`config.mk`:
```
export PLATFORM = sky130hd
export DESIGN_NAME = pcint_ctrl_flat
export DESIGN_NICKNAME = d
export VERILOG_FILES = /design/src/rtl/pcint_ctrl_if.sv /design/src/rtl/pcint_ctrl.sv /design/src/flat_wrapper.sv
export SDC_FILE = /design/constraint.sdc
export NUM_CORES = 1
export LEC_CHECK = 0
export CELL_PAD_IN_SITES_DETAIL_PLACEMENT = 2
export CELL_PAD_IN_SITES_GLOBAL_PLACEMENT = 2
export CORE_MARGIN = 5
export CORE_UTILIZATION = 35
export DETAILED_ROUTE_END_ITERATION = 16
export PLACE_DENSITY_LB_ADDON = 0.2
export SLEW_MARGIN = 20
export SYNTH_ARGS = -nofsm -noshare
export SYNTH_HDL_FRONTEND = slang
export SYNTH_SLANG_ARGS = --single-unit
```
`constraint.sdc`:
```
create_clock -name wb_clk_i -period 1.5 [get_ports wb_clk_i]
set_clock_uncertainty 0.1 [all_clocks]
set_input_delay 0.225 -clock wb_clk_i [delete_from_list [all_inputs] [get_ports wb_clk_i]]
set_output_delay 0.225 -clock wb_clk_i [all_outputs]
set_load 0.005 [all_outputs]
```
`src/rtl/pcint_ctrl_if.sv`:
```
`default_nettype none
// ============================================================================
// pcint_ctrl_if : WISHBONE slave bus bundle for the pin-change interrupt block.
// Revision 1.0
// ============================================================================
interface pcint_ctrl_if;
  logic [2:0] wb_adr_i;
  logic [7:0] wb_dat_i;
  logic [7:0] wb_dat_o;
  logic       wb_we_i;
  logic       wb_stb_i;
  logic       wb_ack_o;

  modport master (
    output wb_adr_i, wb_dat_i, wb_we_i, wb_stb_i,
    input  wb_dat_o, wb_ack_o
  );

  modport slave (
    input  wb_adr_i, wb_dat_i, wb_we_i, wb_stb_i,
    output wb_dat_o, wb_ack_o
  );
endinterface
`default_nettype wire

```
`src/rtl/pcint_ctrl.sv`:
```
`default_nettype none
// ============================================================================
// pcint_ctrl : pin-change interrupt controller for the Arduino I/O pins.
// Revision 1.0
// ============================================================================
module pcint_ctrl #(
  parameter int N          = 14,
  parameter int FILTER_LEN = 0,
  parameter int ENABLE     = 1
) (
  input  wire         wb_clk_i,
  input  wire         wb_rst_i,
  pcint_ctrl_if.slave wb,
  input  wire [N-1:0] pin_i,
  output logic        irq_req_o,
  input  wire         irq_ack_i
);

  if (ENABLE != 0) begin : g_enabled
    localparam logic [15:0] c_MASK = (N >= 16) ? 16'hFFFF : 16'((32'd1 << N) - 32'd1);

    logic [15:0] w_pin;
    logic [15:0] r_s1;
    logic [15:0] r_s2;
    logic [15:0] r_filt;
    logic [15:0] r_prev;
    logic [15:0] r_rise_en;
    logic [15:0] r_fall_en;
    logic [15:0] r_flag;
    logic [15:0] w_set;
    logic [15:0] w_new;
    logic [15:0] w_clr;
    logic        r_pend;
    logic        w_wr;
    logic [7:0]  w_rdata;

    assign w_pin = 16'(pin_i);
    assign w_wr  = wb.wb_stb_i & wb.wb_we_i;

    assign w_clr = (w_wr && wb.wb_adr_i == 3'd4) ? {8'h00, wb.wb_dat_i} :
                   (w_wr && wb.wb_adr_i == 3'd5) ? {wb.wb_dat_i, 8'h00} : 16'h0000;

    assign w_set = ((r_filt & ~r_prev & r_rise_en) | (~r_filt & r_prev & r_fall_en)) & c_MASK;
    // Only bits that are currently clear can raise a new request.
    assign w_new = w_set & ~r_flag;

    // Synchroniser keeps sampling in reset so the filtered state starts at the live level.
    always_ff @(posedge wb_clk_i) begin
      r_s1 <= w_pin;
      r_s2 <= r_s1;
    end

    if (FILTER_LEN == 0) begin : g_bypass
      always_ff @(posedge wb_clk_i) begin
        if (wb_rst_i) begin
          r_filt <= r_s1;
        end else begin
          r_filt <= r_s2;
        end
      end
    end else begin : g_filter
      localparam logic [7:0] c_CNT_MAX = 8'(FILTER_LEN - 1);
      logic [7:0] r_cnt [16];

      always_ff @(posedge wb_clk_i) begin
        if (wb_rst_i) begin
          r_filt <= r_s1;
          for (int i = 0; i < 16; i++) begin
            r_cnt[i] <= 8'h00;
          end
        end else begin
          for (int i = 0; i < 16; i++) begin
            if (r_s2[i] == r_filt[i]) begin
              r_cnt[i] <= 8'h00;
            end else if (r_cnt[i] == c_CNT_MAX) begin
              r_filt[i] <= r_s2[i];
              r_cnt[i]  <= 8'h00;
            end else begin
              r_cnt[i] <= r_cnt[i] + 8'd1;
            end
          end
        end
      end
    end

    always_ff @(posedge wb_clk_i) begin
      if (wb_rst_i) begin
        r_prev    <= r_s1;
        r_rise_en <= 16'h0000;
        r_fall_en <= 16'h0000;
        r_flag    <= 16'h0000;
        r_pend    <= 1'b0;
      end else begin
        r_prev <= r_filt;
        r_flag <= (r_flag & ~w_clr) | w_set;
        r_pend <= (r_pend & ~irq_ack_i) | (|w_new);
        if (w_wr) begin
          case (wb.wb_adr_i)
            3'd0:    r_rise_en[7:0]  <= wb.wb_dat_i & c_MASK[7:0];
            3'd1:    r_rise_en[15:8] <= wb.wb_dat_i & c_MASK[15:8];
            3'd2:    r_fall_en[7:0]  <= wb.wb_dat_i & c_MASK[7:0];
            3'd3:    r_fall_en[15:8] <= wb.wb_dat_i & c_MASK[15:8];
            default: ;
          endcase
        end
      end
    end

    always_comb begin
      w_rdata = 8'h00;
      case (wb.wb_adr_i)
        3'd0: w_rdata = r_rise_en[7:0];
        3'd1: w_rdata = r_rise_en[15:8];
        3'd2: w_rdata = r_fall_en[7:0];
        3'd3: w_rdata = r_fall_en[15:8];
        3'd4: w_rdata = r_flag[7:0];
        3'd5: w_rdata = r_flag[15:8];
        3'd6: w_rdata = r_filt[7:0] & c_MASK[7:0];
        3'd7: w_rdata = r_filt[15:8] & c_MASK[15:8];
      endcase
    end

    assign wb.wb_dat_o = w_rdata;
    assign wb.wb_ack_o = wb.wb_stb_i;
    assign irq_req_o   = r_pend;
  end else begin : g_disabled
    assign wb.wb_dat_o = 8'h00;
    assign wb.wb_ack_o = 1'b0;
    assign irq_req_o   = 1'b0;
  end

endmodule
`default_nettype wire

```
`src/flat_wrapper.sv`:
```
// flat-port wrapper written by rule: the top's interface ports become plain ports
module pcint_ctrl_flat 
#(
  parameter int N          = 14,
  parameter int FILTER_LEN = 0,
  parameter int ENABLE     = 1
)
  (wb_clk_i, wb_rst_i, pin_i, irq_req_o, irq_ack_i, wb_wb_adr_i, wb_wb_dat_i, wb_wb_we_i, wb_wb_stb_i, wb_wb_dat_o, wb_wb_ack_o);
  pcint_ctrl_if wb_i ();
  input  wire wb_clk_i;
  input  wire wb_rst_i;
  input  wire [N-1:0] pin_i;
  output logic irq_req_o;
  input  wire irq_ack_i;
  input wire logic [$bits(wb_i.wb_adr_i)-1:0] wb_wb_adr_i;
  input wire logic [$bits(wb_i.wb_dat_i)-1:0] wb_wb_dat_i;
  input wire logic [$bits(wb_i.wb_we_i)-1:0] wb_wb_we_i;
  input wire logic [$bits(wb_i.wb_stb_i)-1:0] wb_wb_stb_i;
  output wire logic [$bits(wb_i.wb_dat_o)-1:0] wb_wb_dat_o;
  output wire logic [$bits(wb_i.wb_ack_o)-1:0] wb_wb_ack_o;
  assign wb_i.wb_adr_i = wb_wb_adr_i;
  assign wb_i.wb_dat_i = wb_wb_dat_i;
  assign wb_i.wb_we_i = wb_wb_we_i;
  assign wb_i.wb_stb_i = wb_wb_stb_i;
  assign wb_wb_dat_o = wb_i.wb_dat_o;
  assign wb_wb_ack_o = wb_i.wb_ack_o;
  pcint_ctrl #(.N(N), .FILTER_LEN(FILTER_LEN), .ENABLE(ENABLE)) u_core (.wb_clk_i(wb_clk_i), .wb_rst_i(wb_rst_i), .wb(wb_i), .pin_i(pin_i), .irq_req_o(irq_req_o), .irq_ack_i(irq_ack_i));
endmodule
```
==> impl_metrics.toml <==
[finish]
antennaDiodeCount = 0
drive_above_1_share_pct = 35.34
mostFrequentLayoutCell = "buf_4"
nFillCells = 1157
final_nets = 591
multi_input_area_um2 = 1961
syn2layout_area_growth_pct = 47.93
finalInstanceArea_um2 = 5986
regArea_um2 = 2056
stdcell_count = 709
layout_common_cells = "78 x buf_4, 74 x dfxtp_1, 40 x nand2_1"

[critical_path]
crit_slowest_cell = "mux4_2"
cp-end-kind = "primary output"
cp_max_fo = 2
startpoint = "u_core.g_enabled.r_fall_en[11]"
slowest_delay_ps = 490
r2r_start = "u_core.g_enabled.r_filt[3]"
crit_chain = "mux4_2 > mux2_2 > buf_6"
path_class = "flop to primary output"
critical_path_arrival_ps = 1600
startpoint_type = "flop"
crit_required_ps = 1170

[global_routing]
grt_pass1_wl_mm = 29.19
grt_max_degree = 34
antenna_found_initial = 0
track_usage_pct = 27.71
gr-total-overflow = 0
grt_pass1_vias = 4696

[placed_design]
post_dp_cell_area_um2 = 5224
dp_hpwl_mm = 9.788
place_inst = 680
gp_congestion = 0.8003
port_buffers = 39

[timing]
timing.fmax_ghz = 0.5187
hold_violations = 0
slew_headroom_pct = 69.99
rsz0062_at_grt = "true"
setup_viol = 9
worst_slack_ps = -427.8
layout_min_cycle_time_ps = 1928
worst_pin_slew_ps = 445.5
slew_viol_final = 0
finalCritPeriodShare_pct = 128.5

[drt]
wl_mm = 20.09
avgRoutedWirePerCell_um = 28.33
vias = 4002
firstDrtPassIters = 6
dr.first_iter.drc_count = 311
met1Wirelength_mm = 8.094
ant_nets = 0
vias_per_cell = 5.645
route.met3.wl_um = 852
route.met2.wl_mm = 10.18
highest_layer = "met4"
drc = 0

[pwr]
ir_drop_mv = 1.071
power_density_nw_per_um2 = 1052
p_leak_nw = 2.534
total_power_mw = 6.297

[floorplanning]
die_y_um = 117.5
dieArea_um2 = 13810
start_util_pct = 35.59
dieWidth_um = 117.5
core_area_um2 = 11370
num_rows = 39
ioPinCount = 40

[yosys]
syn_inst = 435
syn-cell-area_um2 = 4046
synth_edf_count = 0
synth_seq_cells = 101
synth_flop_cell = "dfxtp_1"
postSynthNetCount = 465
synth_cell_types = 41
ys_seq_area_share_pct = 49.97
ys_warn_count = 0
async_flop_share_pct = 0
syn_area_per_cell_um2 = 9.302

[clocking]
numCtsBuffers = 9
clockBufferDepth = 2
path_clk_slew_ps = 70
cts_tree = "built"
root_buffer = "clkbuf_16"
h-tree-depth = 3
clock-sinks = 101
clk_latency_ps = 370

[worst_hold_path]
min_path_type = "input pin to flop"
min_from = "wb_rst_i"

[run_status]
violations = "setup timing"
status = "finished, violations left"

[flow_run]
cap_violations = 0
-- repair_timing --
item,in CTS,in global routing
pin swaps,18,11
cloned,4,0
setup buffers,7,3
hold buffers,0,0
resized for setup,108,38
endpoints found under the setup margin,49,24
-- synth_stat cells (4+ instances only) --
library cell / n / area [um2]
dfxtp_1: 101 / 2022
a21oi_1: 23 / 115.1
nor2b_1: 4 / 25.02
mux4_2: 5 / 112.6
nand2_1: 46 / 172.7
clkbuf_1: 10 / 37.54
mux2i_1: 29 / 290.3
nand3_1: 18 / 90.09
inv_1: 36 / 135.1
a31oi_1: 9 / 56.30
buf_2: 8 / 40.04
nor4bb_1: 11 / 110.1
nor2_1: 33 / 123.9
o21ai_0: 45 / 225.2
nand3b_1: 17 / 127.6
-- through the flow --
stage               hold WS (ps)  setup TNS, ps  setup WS [ps]  utilization (%)
floorplan                  152.7              0          44.39                -
global placement           234.4         -26040         -941.0            45.94
detailed placement         240.2         -28980         -956.4            45.94
CTS                        139.7          -1802         -422.5            51.22
global route               189.8          -2718         -445.7            52.65
finish                     191.7          -2412         -427.8            52.65
-- worst max-delay path: cells and delay by family, from the launching register on --
kind	cells	cell delay [ps]
buffers and inverters	1	120
DFF	1	340
muxes	2	780
-- area by class of cell --
| cell class | count | share of cell area, % |
|---|---|---|
| Clock buffer | 9 | 3.763 |
| Multi-Input combinational cell | 274 | 32.76 |
| Tap cell | 143 | 2.989 |
| Clock inverter | 7 | 1.630 |
| Inverter | 37 | 2.320 |
| Sequential cell | 101 | 34.34 |
| Timing Repair Buffer | 138 | 22.20 |
-- power breakdown --
part           internal (mW)  total [mW]  switching [mW]
registers               2.81        2.90          0.0915
logic                  0.394       0.792           0.397
clock network           1.47        2.61            1.14
total                   4.67        6.30            1.63
-- flip-flops by register name (all words and copies together), names as in the netlist --
| signal | flops |
|---|---|
| u_core.irq_req_o | 1 |
| u_core.g_enabled.r_fall_en | 14 |
| u_core.g_enabled.r_rise_en | 14 |
| u_core.g_enabled.r_prev | 14 |
| u_core.g_enabled.r_s1 | 14 |
| u_core.g_enabled.r_flag | 16 |
| u_core.g_enabled.r_filt | 14 |
| u_core.g_enabled.r_s2 | 14 |
-- worst paths after layout --
kind	to	slack, ps	cells after the start
max	wb_wb_dat_o[3]	-430	3
min	u_core.g_enabled.r_rise_en[9]	190	2
max reg2reg	u_core.irq_req_o	-240	5
min reg2reg	u_core.g_enabled.r_s2[13]	250	0
-- layer usage --
| metal | vias up | global-route usage (%) |
|---|---|---|
| li1 | 1766 | - |
| met1 | 2029 | 30.29 |
| met2 | 143 | 47.67 |
| met3 | 64 | 8.121 |
| met4 | 0 | 15.70 |
| met5 | - | 0 |
-- logic make-up (layout without fill, tap and decap cells) --
logic type	count (synthesis)	count (layout)	share of synthesized area [%]
buf+inv	60	191	6.401
compound gates	91	91	12.65
mux	37	37	11.16
simple gates	146	146	19.82
flops	101	101	49.97
Note: power is estimated with default switching activity, not from simulation.
